$ cat src/rtl/buzzer_pkg.sv
// Shared encodings for the buzzer scheduler: tone selects, FSM states and the BCD zero used in time matches.
package buzzer_pkg;

  localparam logic [1:0] TONE_NONE  = 2'd0;
  localparam logic [1:0] TONE_CLICK = 2'd1;
  localparam logic [1:0] TONE_CHIME = 2'd2;
  localparam logic [1:0] TONE_ALARM = 2'd3;

  localparam logic [7:0] BCD_ZERO = 8'h00;

  typedef enum logic [1:0] {
    IDLE  = 2'd0,
    CLICK = 2'd1,
    CHIME = 2'd2,
    ALARM = 2'd3
  } buzz_state_t;

  function automatic logic [1:0] state_tone(input buzz_state_t s);
    case (s)
      CLICK:   state_tone = TONE_CLICK;
      CHIME:   state_tone = TONE_CHIME;
      ALARM:   state_tone = TONE_ALARM;
      default: state_tone = TONE_NONE;
    endcase
  endfunction

endpackage

$ cat src/rtl/bcd_time_match.sv
// Combinational BCD time compare: optional hour match, minute match, and second == 00.
module bcd_time_match
  import buzzer_pkg::*;
(
  input  logic       i_hour_en,
  input  logic [7:0] i_hour,
  input  logic [7:0] i_min,
  input  logic [7:0] i_sec,
  input  logic [7:0] i_tgt_hour,
  input  logic [7:0] i_tgt_min,
  output logic       o_match
);

  assign o_match = (~i_hour_en | (i_hour == i_tgt_hour)) &
                   (i_min == i_tgt_min) &
                   (i_sec == BCD_ZERO);

endmodule

$ cat src/rtl/buzzer_scheduler.sv
// Arbitrates the piezo buzzer between alarm ring, hourly chime and tick/key click.
// States: IDLE silent | CLICK short click | CHIME hourly chime | ALARM ringing, 500 ms on per second
module buzzer_scheduler
  import buzzer_pkg::*;
#(
  parameter int ALARM_SEC   = 30,
  parameter int CHIME_MS    = 200,
  parameter int CLICK_MS    = 20,
  parameter int ALARM_ON_MS = 500
) (
  input  logic       clk,
  input  logic       rstn,
  input  logic       tick_1ms,
  input  logic       sec_pulse,
  input  logic [7:0] cur_hour,
  input  logic [7:0] cur_min,
  input  logic [7:0] cur_sec,
  input  logic [7:0] alarm_hour,
  input  logic [7:0] alarm_min,
  input  logic       have_alarm,
  input  logic       should_tick,
  input  logic       key_valid,
  input  logic [3:0] key_value,
  output logic       buzz_en,
  output logic [1:0] tone_sel,
  output logic       ringing,
  output logic       key_swallow
);

  localparam logic [15:0] LP_CLICK_MS = 16'(CLICK_MS);
  localparam logic [15:0] LP_CHIME_MS = 16'(CHIME_MS);
  localparam logic [15:0] LP_ON_MS    = 16'(ALARM_ON_MS);
  localparam logic [15:0] LP_MS_SAT   = 16'd999;
  localparam logic [7:0]  LP_SEC_END  = 8'(ALARM_SEC);

  buzz_state_t r_state, w_state_nxt;
  logic [15:0] r_ms_cnt, w_ms_nxt, w_limit;
  logic [7:0]  r_sec_cnt, w_sec_nxt;
  logic        r_buzz_en, r_ringing, r_key_swallow;
  logic [1:0]  r_tone_sel;
  logic        w_swallow_nxt, w_enter;
  logic        w_alarm_match, w_chime_match;
  logic        w_alarm_req, w_chime_req, w_click_req;
  logic        w_key_unused;

  // The key code carries no meaning here; only the strobe matters.
  assign w_key_unused = ^key_value;

  bcd_time_match u_alarm_match (
    .i_hour_en  (1'b1),
    .i_hour     (cur_hour),
    .i_min      (cur_min),
    .i_sec      (cur_sec),
    .i_tgt_hour (alarm_hour),
    .i_tgt_min  (alarm_min),
    .o_match    (w_alarm_match)
  );

  bcd_time_match u_chime_match (
    .i_hour_en  (1'b0),
    .i_hour     (cur_hour),
    .i_min      (cur_min),
    .i_sec      (cur_sec),
    .i_tgt_hour (BCD_ZERO),
    .i_tgt_min  (BCD_ZERO),
    .o_match    (w_chime_match)
  );

  assign w_alarm_req = sec_pulse & have_alarm & w_alarm_match;
  assign w_chime_req = sec_pulse & should_tick & w_chime_match;
  assign w_click_req = (sec_pulse & should_tick) | key_valid;
  assign w_limit     = (r_state == CHIME) ? LP_CHIME_MS : LP_CLICK_MS;

  always_comb begin
    w_state_nxt   = r_state;
    w_ms_nxt      = r_ms_cnt;
    w_sec_nxt     = r_sec_cnt;
    w_swallow_nxt = 1'b0;
    w_enter       = 1'b0;
    case (r_state)
      ALARM: begin
        if (key_valid) begin
          w_state_nxt   = IDLE;
          w_swallow_nxt = 1'b1;
          w_enter       = 1'b1;
        end else if (!have_alarm) begin
          w_state_nxt = IDLE;
          w_enter     = 1'b1;
        end else if (sec_pulse) begin
          if (r_sec_cnt + 8'd1 == LP_SEC_END) begin
            w_state_nxt = IDLE;
            w_enter     = 1'b1;
          end else begin
            w_sec_nxt = r_sec_cnt + 8'd1;
            w_ms_nxt  = 16'd0;
          end
        end else if (tick_1ms && (r_ms_cnt < LP_MS_SAT)) begin
          w_ms_nxt = r_ms_cnt + 16'd1;
        end
      end
      default: begin
        // Equal or lower requests are dropped, except a click restarting a click.
        if (w_alarm_req) begin
          w_state_nxt = ALARM;
          w_enter     = 1'b1;
        end else if (w_chime_req && (r_state != CHIME)) begin
          w_state_nxt = CHIME;
          w_enter     = 1'b1;
        end else if (w_click_req && (r_state != CHIME)) begin
          w_state_nxt = CLICK;
          w_enter     = 1'b1;
        end else if ((r_state != IDLE) && tick_1ms) begin
          if (r_ms_cnt + 16'd1 == w_limit) begin
            w_state_nxt = IDLE;
            w_enter     = 1'b1;
          end else begin
            w_ms_nxt = r_ms_cnt + 16'd1;
          end
        end
      end
    endcase
    if (w_enter) begin
      w_ms_nxt  = 16'd0;
      w_sec_nxt = 8'd0;
    end
  end

  always_ff @(posedge clk or negedge rstn) begin
    if (!rstn) begin
      r_state       <= IDLE;
      r_ms_cnt      <= 16'd0;
      r_sec_cnt     <= 8'd0;
      r_buzz_en     <= 1'b0;
      r_tone_sel    <= TONE_NONE;
      r_ringing     <= 1'b0;
      r_key_swallow <= 1'b0;
    end else begin
      r_state       <= w_state_nxt;
      r_ms_cnt      <= w_ms_nxt;
      r_sec_cnt     <= w_sec_nxt;
      r_buzz_en     <= (w_state_nxt == ALARM) ? (w_ms_nxt < LP_ON_MS) : (w_state_nxt != IDLE);
      r_tone_sel    <= state_tone(w_state_nxt);
      r_ringing     <= (w_state_nxt == ALARM);
      r_key_swallow <= w_swallow_nxt;
    end
  end

  assign buzz_en     = r_buzz_en;
  assign tone_sel    = r_tone_sel;
  assign ringing     = r_ringing;
  assign key_swallow = r_key_swallow;

endmodule

$ cat config.mk
export PLATFORM = sky130hd
export DESIGN_NAME = buzzer_scheduler
export DESIGN_NICKNAME = d
export VERILOG_FILES = /design/src/rtl/buzzer_pkg.sv /design/src/rtl/bcd_time_match.sv /design/src/rtl/buzzer_scheduler.sv
export SDC_FILE = /design/constraint.sdc
export NUM_CORES = 1
export LEC_CHECK = 0
export BUFFER_PORTS_ARGS = -buffer_cell sky130_fd_sc_hd__buf_2
export CORE_MARGIN = 5
export CORE_UTILIZATION = 40
export CTS_CLUSTER_DIAMETER = 60
export DETAILED_ROUTE_END_ITERATION = 12
export PLACE_DENSITY_LB_ADDON = 0.08
export SYNTH_ARGS = -nofsm -noshare
export SYNTH_HDL_FRONTEND = slang
export SYNTH_SLANG_ARGS = --single-unit
$ cat constraint.sdc
create_clock -name clk -period 4.7 [get_ports clk]
set_input_delay 0.94 -clock clk [delete_from_list [all_inputs] [get_ports clk]]
set_output_delay 0.94 -clock clk [all_outputs]
set_load 0.05 [all_outputs]
Yosys cells after proc, flatten, opt, wreduce, memory -nomap -nowiden
Cells that the tools add are included.

storage, ports and cells
  flip-flop bits (word level) = 31
  bits of input ports = 51
  output and inout port bits = 5
  logic and storage cells = 86

operators by class
  add/sub/neg operators = 2
  magnitude comparators = 2
  eq/ne operators = 12
  multiplexer cells = 43
  bitwise gates (word level) = 8
  reduce and logical (&&, ||, !) cells = 12

operators by type and width
  kind                                                                      count
  16-bit two-way mux                                                        12
  8-bit two-way mux                                                         7
  2-bit two-way mux                                                         10
  16-bit by 1-bit adder with 16-bit output (second input constant)          1
  16-bit by 8-bit equality test with 1-bit output                           1
  8-bit equality test                                                       2
  8-bit zero test                                                           2
  16-bit by 10-bit < comparator with 1-bit output (second input constant)   1
  16-bit by 9-bit < comparator with 1-bit output (second input constant)    1
  1-bit two-way mux                                                         13
  2-bit nonzero test                                                        5
  8-bit by 1-bit adder with 8-bit output (second input constant)            1
  2-bit equality test (second input constant)                               4
  8-bit by 5-bit equality test with 1-bit output (second input constant)    1
  1-bit AND                                                                 7
  2-bit case mux with 3 select lines                                        1
  5-bit AND reduction                                                       1
  1-bit logical AND                                                         4
  2-bit inequality test (second input constant)                             2
  2-bit by 1-bit equality test with 1-bit output (second input constant)    1
  2-bit by 1-bit inequality test with 1-bit output (second input constant)  1
  1-bit bitwise OR                                                          1

Depth between registers and ports, before layout
  depth in word-level cells = 12
  depth in mapped cells = 12
  mapped depth without buffers = 11

Modules after synthesis
Synthesis repeated with hierarchy kept, for this count alone.

unflattened totals
  cells, all modules = 356
  area, all modules = 2,817.7 sq um

by module, submodules not included
  module            times used  cells an instance  area an instance (sq um)  seq. area each (sq um)
  buzzer_scheduler  1           306                2,419.8                   750.7
  bcd_time_match    2           25                 198.9                     0.0

Worst setup path after synthesis
Ideal clock, no wire load.

  path kind = input to register
  start = input alarm_hour[6]
  end = register r_buzz_en, in the netlist buzz_en
  library setup time = 0.126 ns
  arrival time = 3.288 ns
  data required time = 4.574 ns
  path slack = 1.286 ns
  stages on the path = 9
  path buffers = 1
  path through = xor2_1 or4_1 nor4_1 a21bo_2 clkbuf_1 o41ai_1 nor4_2 nand4b_1 o311a_1

between the ends
  word-level cells in the longest chain between the ends = 9
  elaborated cells on any way between the ends = 15
  classes of those cells = order compare (1); eq/ne (2); mux (8); bitwise (3); reduce/logical (1)

ends and longest elaborated chain
  what                                                            line                     source
  start, declared                                                 buzzer_scheduler.sv:18   input logic [7:0] alarm_hour,
  8-bit equality test *                                           bcd_time_match.sv:14     assign o_match = (~i_hour_en | (i_hour == i_tgt_hour)) &
  1-bit AND *                                                     bcd_time_match.sv:14
  1-bit AND *                                                     bcd_time_match.sv:15     (i_min == i_tgt_min) &
  1-bit AND *                                                     buzzer_scheduler.sv:69   assign w_alarm_req = sec_pulse & have_alarm & w_alarm_match;
  16-bit two-way mux / 1-bit two-way mux (equally long branches)  buzzer_scheduler.sv:103  if (w_alarm_req) begin
  16-bit two-way mux / 1-bit two-way mux (equally long branches)  buzzer_scheduler.sv:80   case (r_state)
  16-bit two-way mux *                                            buzzer_scheduler.sv:122  if (w_enter) begin
  net w_ms_nxt[6]                                                 buzzer_scheduler.sv:37   logic [15:0] r_ms_cnt, w_ms_nxt, w_limit;
  16-bit by 9-bit < comparator with 1-bit output *                buzzer_scheduler.sv:141  r_buzz_en <= (w_state_nxt == ALARM) ? (w_ms_nxt < LP_ON_MS) : (w_state_nxt != IDLE);
  1-bit two-way mux *                                             buzzer_scheduler.sv:141
  end signal, assigned                                            buzzer_scheduler.sv:141
  end, declared                                                   buzzer_scheduler.sv:39   logic r_buzz_en, r_ringing, r_key_swallow;

Mark *: on every way through the listed nets, which the timed path passes. The rest lies on a longest branch.
A chain may end at the register's enable or synchronous reset.

Worst setup path after layout
  start = register r_ms_cnt[1]
  end = register r_buzz_en, in the netlist buzz_en

between the ends
  word-level cells in the longest chain between the ends = 11
  elaborated cells on any way between the ends = 32
  classes of those cells = add/sub (1); order compare (2); eq/ne (2); mux (25); reduce/logical (2)

ends and longest elaborated chain
  what                                                            line                                                                      source
  start, declared                                                 buzzer_scheduler.sv:37
  start signal, assigned                                          buzzer_scheduler.sv:139                                                   r_ms_cnt <= w_ms_nxt;
  16-bit by 1-bit adder with 16-bit output                        buzzer_scheduler.sv:98, buzzer_scheduler.sv:113, buzzer_scheduler.sv:117
  16-bit by 8-bit equality test with 1-bit output                 buzzer_scheduler.sv:113                                                   if (r_ms_cnt + 16'd1 == w_limit) begin
  16-bit two-way mux / 1-bit two-way mux (equally long branches)  buzzer_scheduler.sv:113
  16-bit two-way mux / 1-bit two-way mux (equally long branches)  buzzer_scheduler.sv:112                                                   end else if ((r_state != IDLE) && tick_1ms) begin
  16-bit two-way mux / 1-bit two-way mux (equally long branches)  buzzer_scheduler.sv:109                                                   end else if (w_click_req && (r_state != CHIME)) begin
  16-bit two-way mux / 1-bit two-way mux (equally long branches)  buzzer_scheduler.sv:106                                                   end else if (w_chime_req && (r_state != CHIME)) begin
  16-bit two-way mux / 1-bit two-way mux (equally long branches)  buzzer_scheduler.sv:103
  16-bit two-way mux / 1-bit two-way mux (equally long branches)  buzzer_scheduler.sv:80
  16-bit two-way mux                                              buzzer_scheduler.sv:122
  16-bit by 9-bit < comparator with 1-bit output                  buzzer_scheduler.sv:141
  1-bit two-way mux *                                             buzzer_scheduler.sv:141

Mark *: on every way between the ends. The rest lies on a longest branch, timed or not.

==> reports/summary.txt <==
setup violators final -> 0
# diodes -> 0
net switching power -> 141.7 uW
total wire length -> 8.072 mm
crit-path leading delay family -> compound AO/OA/AOI/OAI gates
most frequent cells in the layout -> 51 x buf_2, 32 x nand2_1, 30 x dfrtp_1
Core Area -> 6719 um2
Tcrit/Tclk final -> 0.8656
CP max FO -> 11
max-capacitance violation count -> 0
placed cells -> 445
DR pass1 iterations -> 4
H-tree depth -> 2
drt drc -> 0
Routed WL per cell -> 17.82 um
final std cells w/o fill -> 453
most common cell after layout, fill and taps aside -> buf_2
class of the worst hold path -> flip-flop to flip-flop
Worst R2R Start -> r_ms_cnt[1]$_DFFE_PN0P_
area growth from synthesis to layout -> 12.76%
Die Y -> 92.71 um
antenna viol nets, final -> 0
1st-iter DRT viols -> 270
die area -> 8595 um2
Max Freq -> 245.8 MHz
Post-synth ARST share -> 1.000
Post-Syn Nets -> 389
Hold Buf Count CTS -> 0
max-slew violations -> 0
Clk pin slew, worst setup/hold paths -> 0.07 ns
Buf/Inv on CP -> 0
Setup Buffers After CTS -> 0
Worst-Skew Late Latency -> 0.28 ns
IO Port Bufs -> 51
mean post-synth cell area -> 8.168 um2
cell internal pwr -> 408.0 uW
RSZ-0062 raised after global routing -> no
pwr dens -> 178.1 nW/um2
Initial Utilization -> 0.4073
Final Wtd Congestion -> 0.9060
Post-DP Area -> 2990 um2
worst vdd ir -> 0.1285 mV
largest net degree at the start of global routing -> 31
clock sink count -> 30
worst slew pin tran -> 0.7211 ns
TritonCTS Buffers -> 5
setup TNS -> 0 ns
yosys warns -> 0
Fin. Hold Viols -> 0
Slew HR -> 0.5152
Main synth FF type -> dfrtp_1
hpwl dp -> 6.081 mm
clock skew -> 0.006769 ns
Seq/Total Area, Yosys -> 0.2743
initial antenna violation count -> 0
# rows -> 30
sw frac -> 0.2578
Slowest cell on crit path -> or4_4
min Tclk post-route -> 4.068 ns
Bufs on Longest Clock Path -> 2
status -> finished, final reports clean
Worst EP required -> 4.92 ns
Cell Area, Synth -> 2736 um2
register-to-register setup slack -> 0.63 ns
Worst setup startpoint -> r_ms_cnt[1]$_DFFE_PN0P_
cells resized by post-CTS repair -> 0
critical path endpoint category -> flip-flop
Yosys reg bits -> 30
Via Count -> 2,702
critical path's largest stage delay -> 0.58 ns
Crit Path Class -> flip-flop to flip-flop
die width -> 92.71 um
Seq pwr share -> 0.476
CTS tree -> done
Ports -> 56
largest area contributor in the netlist -> dfrtp_1
GRT overflow -> 0
ratio of cells with drive above 1 in the final layout -> 0.2225
DR vias/cell -> 5.965
min-delay src -> r_sec_cnt[4]$_DFFE_PN0P_
vias in the first global route -> 2,681
top cell type's share of synthesized area -> 0.2743
Pleak -> 0.001203 uW
Mapped Cells -> 335
share of total power in the clock network -> 0.397
combinational power share -> 0.127
Final Instance Area -> 3085 um2
number of flops mapped to enable cells by yosys -> 0
Worst setup SP type -> flip-flop
gr usage total -> 0.1959
CTS root buf -> clkbuf_8
count of unique library cells instantiated by Yosys -> 69
Final #Nets -> 426
first-pass GRT wire length -> 13.35 mm
most frequent CP cell -> o31ai_1
CP arrival -> 4.29 ns
crit path cell chain -> ha_1 > and4_1 > nand2_1 > xor2_1 > or4_4 > a211oi_4 > o31ai_1 > a21oi_1 > o31ai_1 > o41ai_2 > o311a_1
Area contributors post-synth -> dfrtp_1 27%, xor2_1 6.1%, nand2_1 4.4%, xnor2_1 4.2%, nor2_1 4.0%
## routing by layer
metal | up-vias | routed length (um) | GRT usage
li1 | 1322 | - | -
met1 | 1277 | 3546 | 0.2634
met2 | 88 | 3839 | 0.3233
met3 | 15 | 508 | 0.02924
met4 | 0 | 176 | 0.06227
met5 | - | 0 | 0
## area by class of cell
type | count | area (um2)
clock buffer | 6 | 82.58
clock inverter | 2 | 12.51
fill | 676 | 3633
inverter | 4 | 15.01
multi-input combinational | 279 | 1862
sequential | 30 | 750.7
tap | 80 | 100.1
timing repair buffer | 52 | 262.8
## path summary, 6_finish.rpt
kind                                             to  cells past startpoint
min in group asynchronous  r_sec_cnt[1]$_DFFE_PN0P_                      1
max                               buzz_en$_DFF_PN0_                     11
max in group asynchronous     r_ms_cnt[9]$_DFF_PN0_                      1
min reg2reg                r_sec_cnt[4]$_DFFE_PN0P_                      2
max reg2reg                       buzz_en$_DFF_PN0_                     11
min                        r_sec_cnt[4]$_DFFE_PN0P_                      2
## synth_stat cells (3+ instances only)
cell type  number
nand2_1        32
dfrtp_1        30
nor2_1         29
xor2_1         19
a21oi_1        17
nand4_1        13
xnor2_1        13
nand3_1        12
o21ai_0        12
nor3_1         11
nor4_1         10
buf_2           9
clkbuf_1        9
and3_1          8
a31oi_1         7
and2_1          6
or3_1           6
o31ai_1         5
a211o_1         4
a211oi_1        4
a21boi_0        4
inv_1           4
nand2b_1        4
ha_1            3
mux2i_1         3
o21a_1          3
or4_1           3
or4_4           3
## per-stage QoR
stage / hold slack (ns) / utilization / setup slack, ns / power (uW)
6_report: 0.5765 / 0.4592 / 0.6317 / 549.6
3_5_place_dp: 0.5583 / 0.4451 / 0.6401 / 336.6
2_1_floorplan: 0.5198 / - / 1.286 / 300.6
3_3_place_gp: 0.5569 / 0.4451 / 0.6620 / 335.9
4_1_cts: 0.5794 / 0.4592 / 0.6109 / 561.9
5_1_grt: 0.6303 / 0.4592 / 0.4052 / 583.0
## flip-flops by register name (all words and copies together) (netlist names)
signal       count
ringing          1
tone_sel         2
r_ms_cnt        16
buzz_en          1
r_sec_cnt        8
r_state          1
key_swallow      1
## tightest hold or removal path, stage by stage (launching register included)
cell and delay (ns):
dfrtp_1 0.38, xor2_1 0.08, nor2_1 0.08
## power by group through the flow
stage                     Clock [uW]  Sequential (uW)  Combinational [uW]
after floorplan                    0              266                34.5
after global placement             0              266                69.4
after detailed placement           0              267                70.0
after CTS                        230              262                70.4
after global routing             244              262                77.6
final                            218              262                69.6
## cells by family after synthesis
logic type / count (synthesis) / share of synthesized area
simple gates: 157 / 0.3260
compound gates: 82 / 0.2190
xor+xnor: 32 / 0.1024
flops: 30 / 0.2743
buf+inv: 26 / 0.04526
mux: 5 / 0.01920
fa+ha+maj: 3 / 0.01372
Power figures use the tool's default switching activity.
